`src/rtl/bin_to_res_deadlock_monitor_param_if.sv`:
```
// Signal bundle between the bin_to_res datapath and its deadlock monitor.
//   master : the datapath side. It drives the stall/idle/block indications
//            and the clear strobe, and observes the monitor status.
//   slave  : the monitor side. It consumes the indications and drives the
//            status outputs.
// Signals:
//   axis_block_sigs [N_AXIS]  1 = axis channel k stalled this cycle
//   inst_idle_sigs  [NI]      1 = sub-instance j idle
//   inst_block_sigs [NI]      1 = sub-instance j reports blocked
//   clear                     synchronous release of sticky/capture state
//   axis_block_info [2*N_AXIS] per-channel code (00 idle, 01 counting, 11 confirmed)
//   inst_block_info [NI]      1 = sub-instance j confirmed blocked
//   first_src       [6]       first confirmed source (axis k = k, inst j = 32+j)
//   block                     deadlock confirmed
//   event_count     [CNT_W]   saturating count of entries into BLOCKED
interface bin_to_res_deadlock_monitor_param_if #(
  parameter int N_AXIS = 2,
  parameter int N_INST = 1,
  parameter int CNT_W  = 16
);
  localparam int NI = (N_INST > 0) ? N_INST : 1;

  logic [N_AXIS-1:0]   axis_block_sigs;
  logic [NI-1:0]       inst_idle_sigs;
  logic [NI-1:0]       inst_block_sigs;
  logic                clear;
  logic [2*N_AXIS-1:0] axis_block_info;
  logic [NI-1:0]       inst_block_info;
  logic [5:0]          first_src;
  logic                block;
  logic [CNT_W-1:0]    event_count;

  modport master (
    output axis_block_sigs, inst_idle_sigs, inst_block_sigs, clear,
    input  axis_block_info, inst_block_info, first_src, block, event_count
  );

  modport slave (
    input  axis_block_sigs, inst_idle_sigs, inst_block_sigs, clear,
    output axis_block_info, inst_block_info, first_src, block, event_count
  );
endinterface

```
`src/rtl/bin_to_res_deadlock_monitor_param.sv`:
```
// Parametrised deadlock monitor for the bin_to_res datapath.
// Each source (N_AXIS stream channels, N_INST sub-instances) owns a
// persistence counter. A source is confirmed once it has been blocked for
// THRESH consecutive cycles, and any confirmed source moves the FSM to
// BLOCKED. With STICKY=1 the BLOCKED state and the confirmed fields hold
// until clear. Every output comes straight from a register.
// Ports:
//   clock  rising-edge system clock
//   reset  synchronous, active-high; zeroes all state including event_count
//   bus    slave side of bin_to_res_deadlock_monitor_param_if
module bin_to_res_deadlock_monitor_param #(
  parameter int N_AXIS = 2,
  parameter int N_INST = 1,
  parameter int THRESH = 16,
  parameter int STICKY = 0,
  parameter int CNT_W  = 16
) (
  input  logic clock,
  input  logic reset,
  bin_to_res_deadlock_monitor_param_if.slave bus
);
  localparam int NI = (N_INST > 0) ? N_INST : 1;
  // Inst slots always exist in the source vector; tied to 0 when N_INST == 0.
  localparam int NS = N_AXIS + NI;
  localparam int TW = $clog2(THRESH + 1);
  localparam logic [TW-1:0] THR = TW'(THRESH);

  typedef enum logic [1:0] {IDLE, COUNTING, BLOCKED} state_t;

  state_t              state, state_nxt;
  logic [TW-1:0]       cnt     [NS];
  logic [TW-1:0]       cnt_nxt [NS];
  logic [NS-1:0]       raw, conf_nxt, busy_nxt;
  logic [NS-1:0]       latch, latch_nxt;
  logic                entry;
  logic [5:0]          first_src_r, first_src_nxt;
  logic                block_r;
  logic [2*N_AXIS-1:0] info_r, info_nxt;
  logic [NI-1:0]       inst_info_r, inst_info_nxt;
  logic [CNT_W-1:0]    event_count_r;
  logic                unused_inst;

  function automatic logic [TW-1:0] sat_inc_cnt(input logic [TW-1:0] v);
    sat_inc_cnt = (v == THR) ? THR : v + 1'b1;
  endfunction

  function automatic logic [CNT_W-1:0] sat_inc_evt(input logic [CNT_W-1:0] v);
    sat_inc_evt = (&v) ? v : v + 1'b1;
  endfunction

  // Lowest-index confirmed source; axis slots come first, so axis wins ties.
  function automatic logic [5:0] first_of(input logic [NS-1:0] c);
    first_of = '0;
    for (int s = NS - 1; s >= 0; s--) begin
      if (c[s]) first_of = (s < N_AXIS) ? 6'(s) : 6'(32 + s - N_AXIS);
    end
  endfunction

  assign unused_inst = ^{bus.inst_idle_sigs, bus.inst_block_sigs};

  always_comb begin
    raw = '0;
    for (int k = 0; k < N_AXIS; k++) raw[k] = bus.axis_block_sigs[k];
    if (N_INST > 0) begin
      for (int j = 0; j < NI; j++)
        raw[N_AXIS + j] = bus.inst_block_sigs[j] & ~bus.inst_idle_sigs[j];
    end
  end

  // Next-state counters: a low cycle or a clear restarts the count.
  always_comb begin
    conf_nxt = '0;
    busy_nxt = '0;
    for (int s = 0; s < NS; s++) begin
      cnt_nxt[s]  = (bus.clear || !raw[s]) ? '0 : sat_inc_cnt(cnt[s]);
      conf_nxt[s] = (cnt_nxt[s] == THR);
      busy_nxt[s] = (cnt_nxt[s] != '0);
    end
  end

  always_comb begin
    state_nxt = state;
    if (bus.clear) begin
      state_nxt = IDLE;
    end else begin
      case (state)
        IDLE:     if (|conf_nxt) state_nxt = BLOCKED;
                  else if (|raw) state_nxt = COUNTING;
        COUNTING: if (|conf_nxt) state_nxt = BLOCKED;
                  else if (!(|raw)) state_nxt = IDLE;
        BLOCKED:  if (STICKY == 0 && !(|conf_nxt)) state_nxt = IDLE;
        default:  state_nxt = IDLE;
      endcase
    end
  end

  always_comb begin
    entry     = (state != BLOCKED) && (state_nxt == BLOCKED);
    latch_nxt = '0;
    if (STICKY != 0 && !bus.clear) latch_nxt = latch | conf_nxt;

    if (state_nxt != BLOCKED) first_src_nxt = '0;
    else if (entry)           first_src_nxt = first_of(conf_nxt);
    else                      first_src_nxt = first_src_r;

    info_nxt = '0;
    for (int k = 0; k < N_AXIS; k++) begin
      if (latch_nxt[k] || conf_nxt[k]) info_nxt[2*k +: 2] = 2'b11;
      else if (busy_nxt[k])            info_nxt[2*k +: 2] = 2'b01;
    end
    if (STICKY == 0 && state_nxt != BLOCKED) info_nxt = '0;

    if (STICKY != 0)                inst_info_nxt = latch_nxt[NS-1:N_AXIS];
    else if (state_nxt == BLOCKED)  inst_info_nxt = conf_nxt[NS-1:N_AXIS];
    else                            inst_info_nxt = '0;
  end

  // Register stage: all monitor state and every output.
  always_ff @(posedge clock) begin
    if (reset) begin
      state         <= IDLE;
      for (int s = 0; s < NS; s++) cnt[s] <= '0;
      latch         <= '0;
      first_src_r   <= '0;
      block_r       <= 1'b0;
      info_r        <= '0;
      inst_info_r   <= '0;
      event_count_r <= '0;
    end else begin
      state         <= state_nxt;
      for (int s = 0; s < NS; s++) cnt[s] <= cnt_nxt[s];
      latch         <= latch_nxt;
      first_src_r   <= first_src_nxt;
      block_r       <= (state_nxt == BLOCKED);
      info_r        <= info_nxt;
      inst_info_r   <= inst_info_nxt;
      if (entry) event_count_r <= sat_inc_evt(event_count_r);
    end
  end

  assign bus.axis_block_info = info_r;
  assign bus.inst_block_info = inst_info_r;
  assign bus.first_src       = first_src_r;
  assign bus.block           = block_r;
  assign bus.event_count     = event_count_r;
endmodule

```
`src/flat_wrapper.sv`:
```
// flat-port wrapper written by rule: the top's interface ports become plain ports
module bin_to_res_deadlock_monitor_param_flat 
#(
  parameter int N_AXIS = 2,
  parameter int N_INST = 1,
  parameter int THRESH = 16,
  parameter int STICKY = 0,
  parameter int CNT_W  = 16
)
  (clock, reset, bus_axis_block_sigs, bus_inst_idle_sigs, bus_inst_block_sigs, bus_clear, bus_axis_block_info, bus_inst_block_info, bus_first_src, bus_block, bus_event_count);
  bin_to_res_deadlock_monitor_param_if #(.N_AXIS(N_AXIS), .N_INST(N_INST), .CNT_W(CNT_W)) bus_i ();
  input  logic clock;
  input  logic reset;
  input wire logic [$bits(bus_i.axis_block_sigs)-1:0] bus_axis_block_sigs;
  input wire logic [$bits(bus_i.inst_idle_sigs)-1:0] bus_inst_idle_sigs;
  input wire logic [$bits(bus_i.inst_block_sigs)-1:0] bus_inst_block_sigs;
  input wire logic [$bits(bus_i.clear)-1:0] bus_clear;
  output wire logic [$bits(bus_i.axis_block_info)-1:0] bus_axis_block_info;
  output wire logic [$bits(bus_i.inst_block_info)-1:0] bus_inst_block_info;
  output wire logic [$bits(bus_i.first_src)-1:0] bus_first_src;
  output wire logic [$bits(bus_i.block)-1:0] bus_block;
  output wire logic [$bits(bus_i.event_count)-1:0] bus_event_count;
  assign bus_i.axis_block_sigs = bus_axis_block_sigs;
  assign bus_i.inst_idle_sigs = bus_inst_idle_sigs;
  assign bus_i.inst_block_sigs = bus_inst_block_sigs;
  assign bus_i.clear = bus_clear;
  assign bus_axis_block_info = bus_i.axis_block_info;
  assign bus_inst_block_info = bus_i.inst_block_info;
  assign bus_first_src = bus_i.first_src;
  assign bus_block = bus_i.block;
  assign bus_event_count = bus_i.event_count;
  bin_to_res_deadlock_monitor_param #(.N_AXIS(N_AXIS), .N_INST(N_INST), .THRESH(THRESH), .STICKY(STICKY), .CNT_W(CNT_W)) u_core (.clock(clock), .reset(reset), .bus(bus_i));
endmodule
```
`config.mk`:
```
export PLATFORM = sky130hd
export DESIGN_NAME = bin_to_res_deadlock_monitor_param_flat
export DESIGN_NICKNAME = d
export VERILOG_FILES = /design/src/rtl/bin_to_res_deadlock_monitor_param_if.sv /design/src/rtl/bin_to_res_deadlock_monitor_param.sv /design/src/flat_wrapper.sv
export SDC_FILE = /design/constraint.sdc
export NUM_CORES = 1
export LEC_CHECK = 0
export BUFFER_PORTS_ARGS = -buffer_cell sky130_fd_sc_hd__buf_2
export CELL_PAD_IN_SITES_DETAIL_PLACEMENT = 1
export CELL_PAD_IN_SITES_GLOBAL_PLACEMENT = 1
export CORE_MARGIN = 1.5
export CORE_UTILIZATION = 35
export CTS_CLUSTER_SIZE = 16
export DETAILED_ROUTE_END_ITERATION = 8
export HOLD_SLACK_MARGIN = 0.1
export MAX_ROUTING_LAYER = met4
export PLACE_DENSITY_LB_ADDON = 0.1
export REMOVE_ABC_BUFFERS = 1
export SLEW_MARGIN = 40
export SYNTH_ARGS = -nofsm -noshare
export SYNTH_HDL_FRONTEND = slang
export SYNTH_SLANG_ARGS = --single-unit
```
`constraint.sdc`:
```
create_clock -name clock -period 3.2 [get_ports clock]
set_input_delay 0.16 -clock clock [delete_from_list [all_inputs] [get_ports clock]]
set_output_delay 0.16 -clock clock [all_outputs]
set_load 0.02 [all_outputs]
```
[Word-level counts from Yosys, hierarchy flattened]
Memory sizes are Yosys's and may differ from the RTL's.
Index checks and enable logic that the tools add are counted.
Word-level totals
  input bits: 7
  RAM bits: 15
  memories kept: 1
  logic and storage cells: 71
  output and inout bits: 28
  bits in registers: 30
Operators by class
  muxes and demuxes: 26
  reductions and logical operators: 16
  $add $sub $neg: 4
  eq/ne operators: 11
  bitwise operators: 7
Memories
  u_core.cnt: words 3, width 5, rd ports 3, clocked after Yosys merged registers in 0, write ports 3, RTL line bin_to_res_deadlock_monitor_param.sv:31  | logic [TW-1:0] cnt [NS];
Operator list (number)
  2-to-1 mux 5 bit: 9
  == test 5 bit, second input constant: 6
  2-to-1 mux 6 bit: 3
  adder 16 x 1 -> 16 bit, second input constant: 1
  2-to-1 mux 2 bit: 8
  AND reduction 16 bit: 1
  adder 5 x 1 -> 5 bit, second input constant: 3
  nonzero test 5 bit: 2
  case mux 2 bit (3 select lines): 1
  OR reduction 3 bit: 2
  2-to-1 mux 1 bit: 5
  == test 2 bit, second input constant: 2
  inequality test 2 bit, second input constant: 2
  OR reduction 2 bit: 2
  zero test 1 bit: 3
  logical OR 1 bit: 3
  NOT 1 bit: 3
  bitwise OR 1 bit: 3
  == test 2 x 1 -> 1 bit, second input constant: 1
  zero test 2 bit: 1
  AND reduction 2 bit: 1
  bitwise AND 1 bit: 1
  logical AND 1 bit: 1

[Longest topological paths before layout]
  depth after elaboration: 13
  depth in mapped cells: 10
  gate-level depth less buffers: 8

[Worst setup path before layout]
Ideal clock, no wire load.
  kind: reg-to-reg
  start point: memory u_core.cnt[0][5] (netlist name)
  end point: register u_core.event_count_r[6], in the netlist u_core.bus.event_count[6]
  period minus slack after synthesis: 2374 ps
  cell stages (with the launch flop): 10
  required time: 3079 ps
  arrival: 2253 ps
  path slack: 826 ps
  path buffers: 1
  library setup time: 121 ps
  cell sequence: dfxtp_1 inv_1 ha_1 nor2b_1 nand3b_1 a311o_1 a31oi_1 buf_2 and2_1 mux2_2
RTL lines
  from (decl): RTL line bin_to_res_deadlock_monitor_param.sv:31
  to (signal assigned): RTL line bin_to_res_deadlock_monitor_param.sv:137  | if (entry) event_count_r <= sat_inc_evt(event_count_r);
  to (decl): RTL line bin_to_res_deadlock_monitor_param.sv:40  | logic [CNT_W-1:0] event_count_r;

==> flow_summary.toml <==
[timing]
finalHoldViolations = 0
slew_headroom_pct = 61.9
min_period_ns = 2.63
tightest_slew_ns = 0.572
fin_crit_sh_pct = 82.3
setup_violations = 0
setup_tns_ns = 0
whs_ns = 0.168
grt_setup_unrepaired = "no"
slew_viol_final = 0
fmax_mhz = 380
skew_ns = 0.00679

[final_layout]
stdcell_count = 325
final_cell_mix = "dfxtp_1 (41), nor2_1 (32), buf_2 (30)"
nets = 268
area_growth_pct = 13.4
fin_area_mm2 = 0.00227
layout_commonest_cell = "dfxtp_1"
antenna_cells = 0
drive_gt1_share_pct = 18.6

[clock_network]
path_clk_slew_ns = 0.08
cts_buffers = 5
cts_resized = 0
ctsHoldBuffers = 0
cts_sinks = 41
cts_tree = "built"
post_cts_buffers = 0
clockRootBuffer = "clkbuf_8"
clock_latency_ns = 0.29
clockBufferDepth = 2
htreeDepth = 2

[setup_path]
reg2reg_depth = 8
slowest_stage = "or4_1"
path_delay_family = "simple AND/OR/NAND/NOR gates"
cp_cell_sequence = "inv_1 > ha_1 > nor2b_1 > nand3b_1 > a311o_1 > and3_1 > or4_1 > a21oi_1"
worstSetupPathType = "flip-flop to flip-flop"
cp-start-kind = "flip-flop"
cp_num_cells = 8
slowest_delay_ns = 0.56
crit_arrival_ns = 2.86
crit_buf_inv = 1
critPathMaxFanout = 17
cp.required_ns = 3.42
cp-end-kind = "flip-flop"

[status]
outcome = "finished clean"

[synth]
async_reset_ff_share_pct = 0
synth_edf_count = 0
ys_warn_count = 0
yosys.area.top_type = "dfxtp_1"
synth_ff_type = "dfxtp_1"
syn_area_per_cell_um2 = 8.88
synth.cell_area_mm2 = 0.00200
synth_cells = 225
synth-seq-area-share_pct = 41.1
synthDistinctLibCells = 45
yosysTopAreaCellShare_pct = 41.1
synth_top_cells_by_area = "dfxtp_1 (41%), nor2_1 (6.0%), ha_1 (4.4%), xnor2_1 (3.5%), nand3_1 (2.8%)"
ys_ff_latch = 41

[detailed_routing]
ant_nets = 0
drt-pass1-iter-count = 3
avgRoutedWirePerCell_um = 13.4
drc = 0
vias_per_cell = 5.05
drt-total-wl_mm = 4.34
vias = 1641
drt_iter0_drc = 89

[global_routing]
grt_overflow_total = 0
grt_max_degree = 32
antenna_found_initial = 0
grt_pass1_wl_mm = 7.51
grt_pass1_vias = 1585
grt_use_total_pct = 15.8

[die]
die_area_mm2 = 0.00617
core_mm2 = 0.00551
fp.dieW_um = 78.6
die_h_um = 78.6
rows = 27
start_util_pct = 36.3
io_pins = 35

[pwr]
p_leak_nw = 0.902
finalPower_mw = 0.868
ir_drop_mv = 0.232
power_density_mw_per_mm2 = 383

[flow_run]
max-cap-violations = 0

[placed_design]
io_buffers = 30
placed_cell_area_mm2 = 0.00219
dp_hpwl_mm = 3.17
placed_cells_incl_taps = 319
gp_congestion = 0.752

[min_path]
hold_class = "input port to flip-flop"
holdPathStages = 3
-- final timing paths --
path	start	slack [ns]	to
hold / removal	bus_axis_block_sigs[0]	0.17	u_core.cnt[0][1]$_SDFF_PP0_
hold reg to reg	u_core.cnt[0][5]$_SDFF_PP0_	0.48	u_core.cnt[0][5]$_SDFF_PP0_
setup / recovery	u_core.cnt[0][5]$_SDFF_PP0_	0.57	u_core.bus.event_count[11]$_SDFFE_PP0P_
setup reg to reg	u_core.cnt[0][5]$_SDFF_PP0_	0.57	u_core.bus.event_count[11]$_SDFFE_PP0P_
-- area by class of cell --
| type | instances | area (um2) |
|---|---|---|
| Multi-Input combinational cell | 165 | 1090 |
| Inverter | 10 | 37.5 |
| Clock inverter | 1 | 5.00 |
| Clock buffer | 5 | 68.8 |
| Sequential cell | 41 | 821 |
| Tap cell | 72 | 90.1 |
| Fill cell | 685 | 3240 |
| Timing Repair Buffer | 31 | 158 |
-- Yosys cell counts (2+ instances only) --
library cell / instances
dfxtp_1: 41
nor2_1: 32
nand3_1: 11
a21oi_1: 9
inv_1: 9
xnor2_1: 8
ha_1: 7
nand2_1: 7
nor2b_1: 7
and2_1: 6
and4_1: 5
nand2b_1: 5
nand4_1: 5
o31ai_1: 5
or4_1: 5
a211oi_1: 4
and3_1: 4
buf_2: 4
buf_4: 4
nor3_1: 4
xor2_1: 4
a31oi_1: 3
clkbuf_1: 3
mux2_2: 3
nor3b_1: 3
a211o_1: 2
a311oi_1: 2
a31o_2: 2
mux2_1: 2
mux2i_1: 2
nand3b_1: 2
or2_2: 2
-- power by group --
| part | switching, mW | internal [mW] |
|---|---|---|
| clock | 0.170 | 0.144 |
| combinational | 0.0274 | 0.0124 |
| sequential | 0.00237 | 0.512 |
| total | 0.200 | 0.668 |
-- logic make-up after synthesis --
kind of cell	count (synthesis)	synth area share [%]
fa+ha+maj	7	4.38
buf+inv	22	5.13
mux	7	3.82
simple gates	102	28.3
xor+xnor	12	5.26
other cells	1	0.188
compound gates	33	11.8
flops	41	41.1
-- per-stage QoR --
step | util [%] | setup WS (ns)
6_report | 41.1 | 0.566
5_1_grt | 41.1 | 0.325
4_1_cts | 41.1 | 0.541
3_5_place_dp | 39.8 | 0.563
3_3_place_gp | 39.8 | 0.628
2_1_floorplan | - | 0.547
-- layer usage --
metal  track usage (%)  wire [um]
met5                 -          0
met4              6.43         52
met3              4.19        138
met2              22.9       1930
met1              20.9       2220
-- worst register-to-register path: cells and delay by family, from the launching register on --
| family | cells | cell delay, ns |
|---|---|---|
| AOI/OAI and AO/OA | 2 | 0.59 |
| and+or+nand+nor | 4 | 1.22 |
| adders and majority gates | 1 | 0.30 |
| buffers and inverters | 1 | 0.06 |
| DFF | 1 | 0.39 |
-- flip-flops by register name, indices dropped and copies added, names as in the netlist --
signal and count:
u_core.bus.axis_block_info 4, u_core.state 2, u_core.bus.inst_block_info 1, u_core.bus.block 1, u_core.cnt 15, u_core.bus.first_src 2, u_core.bus.event_count 16
No activity file was read; power rests on OpenSTA's default activity.
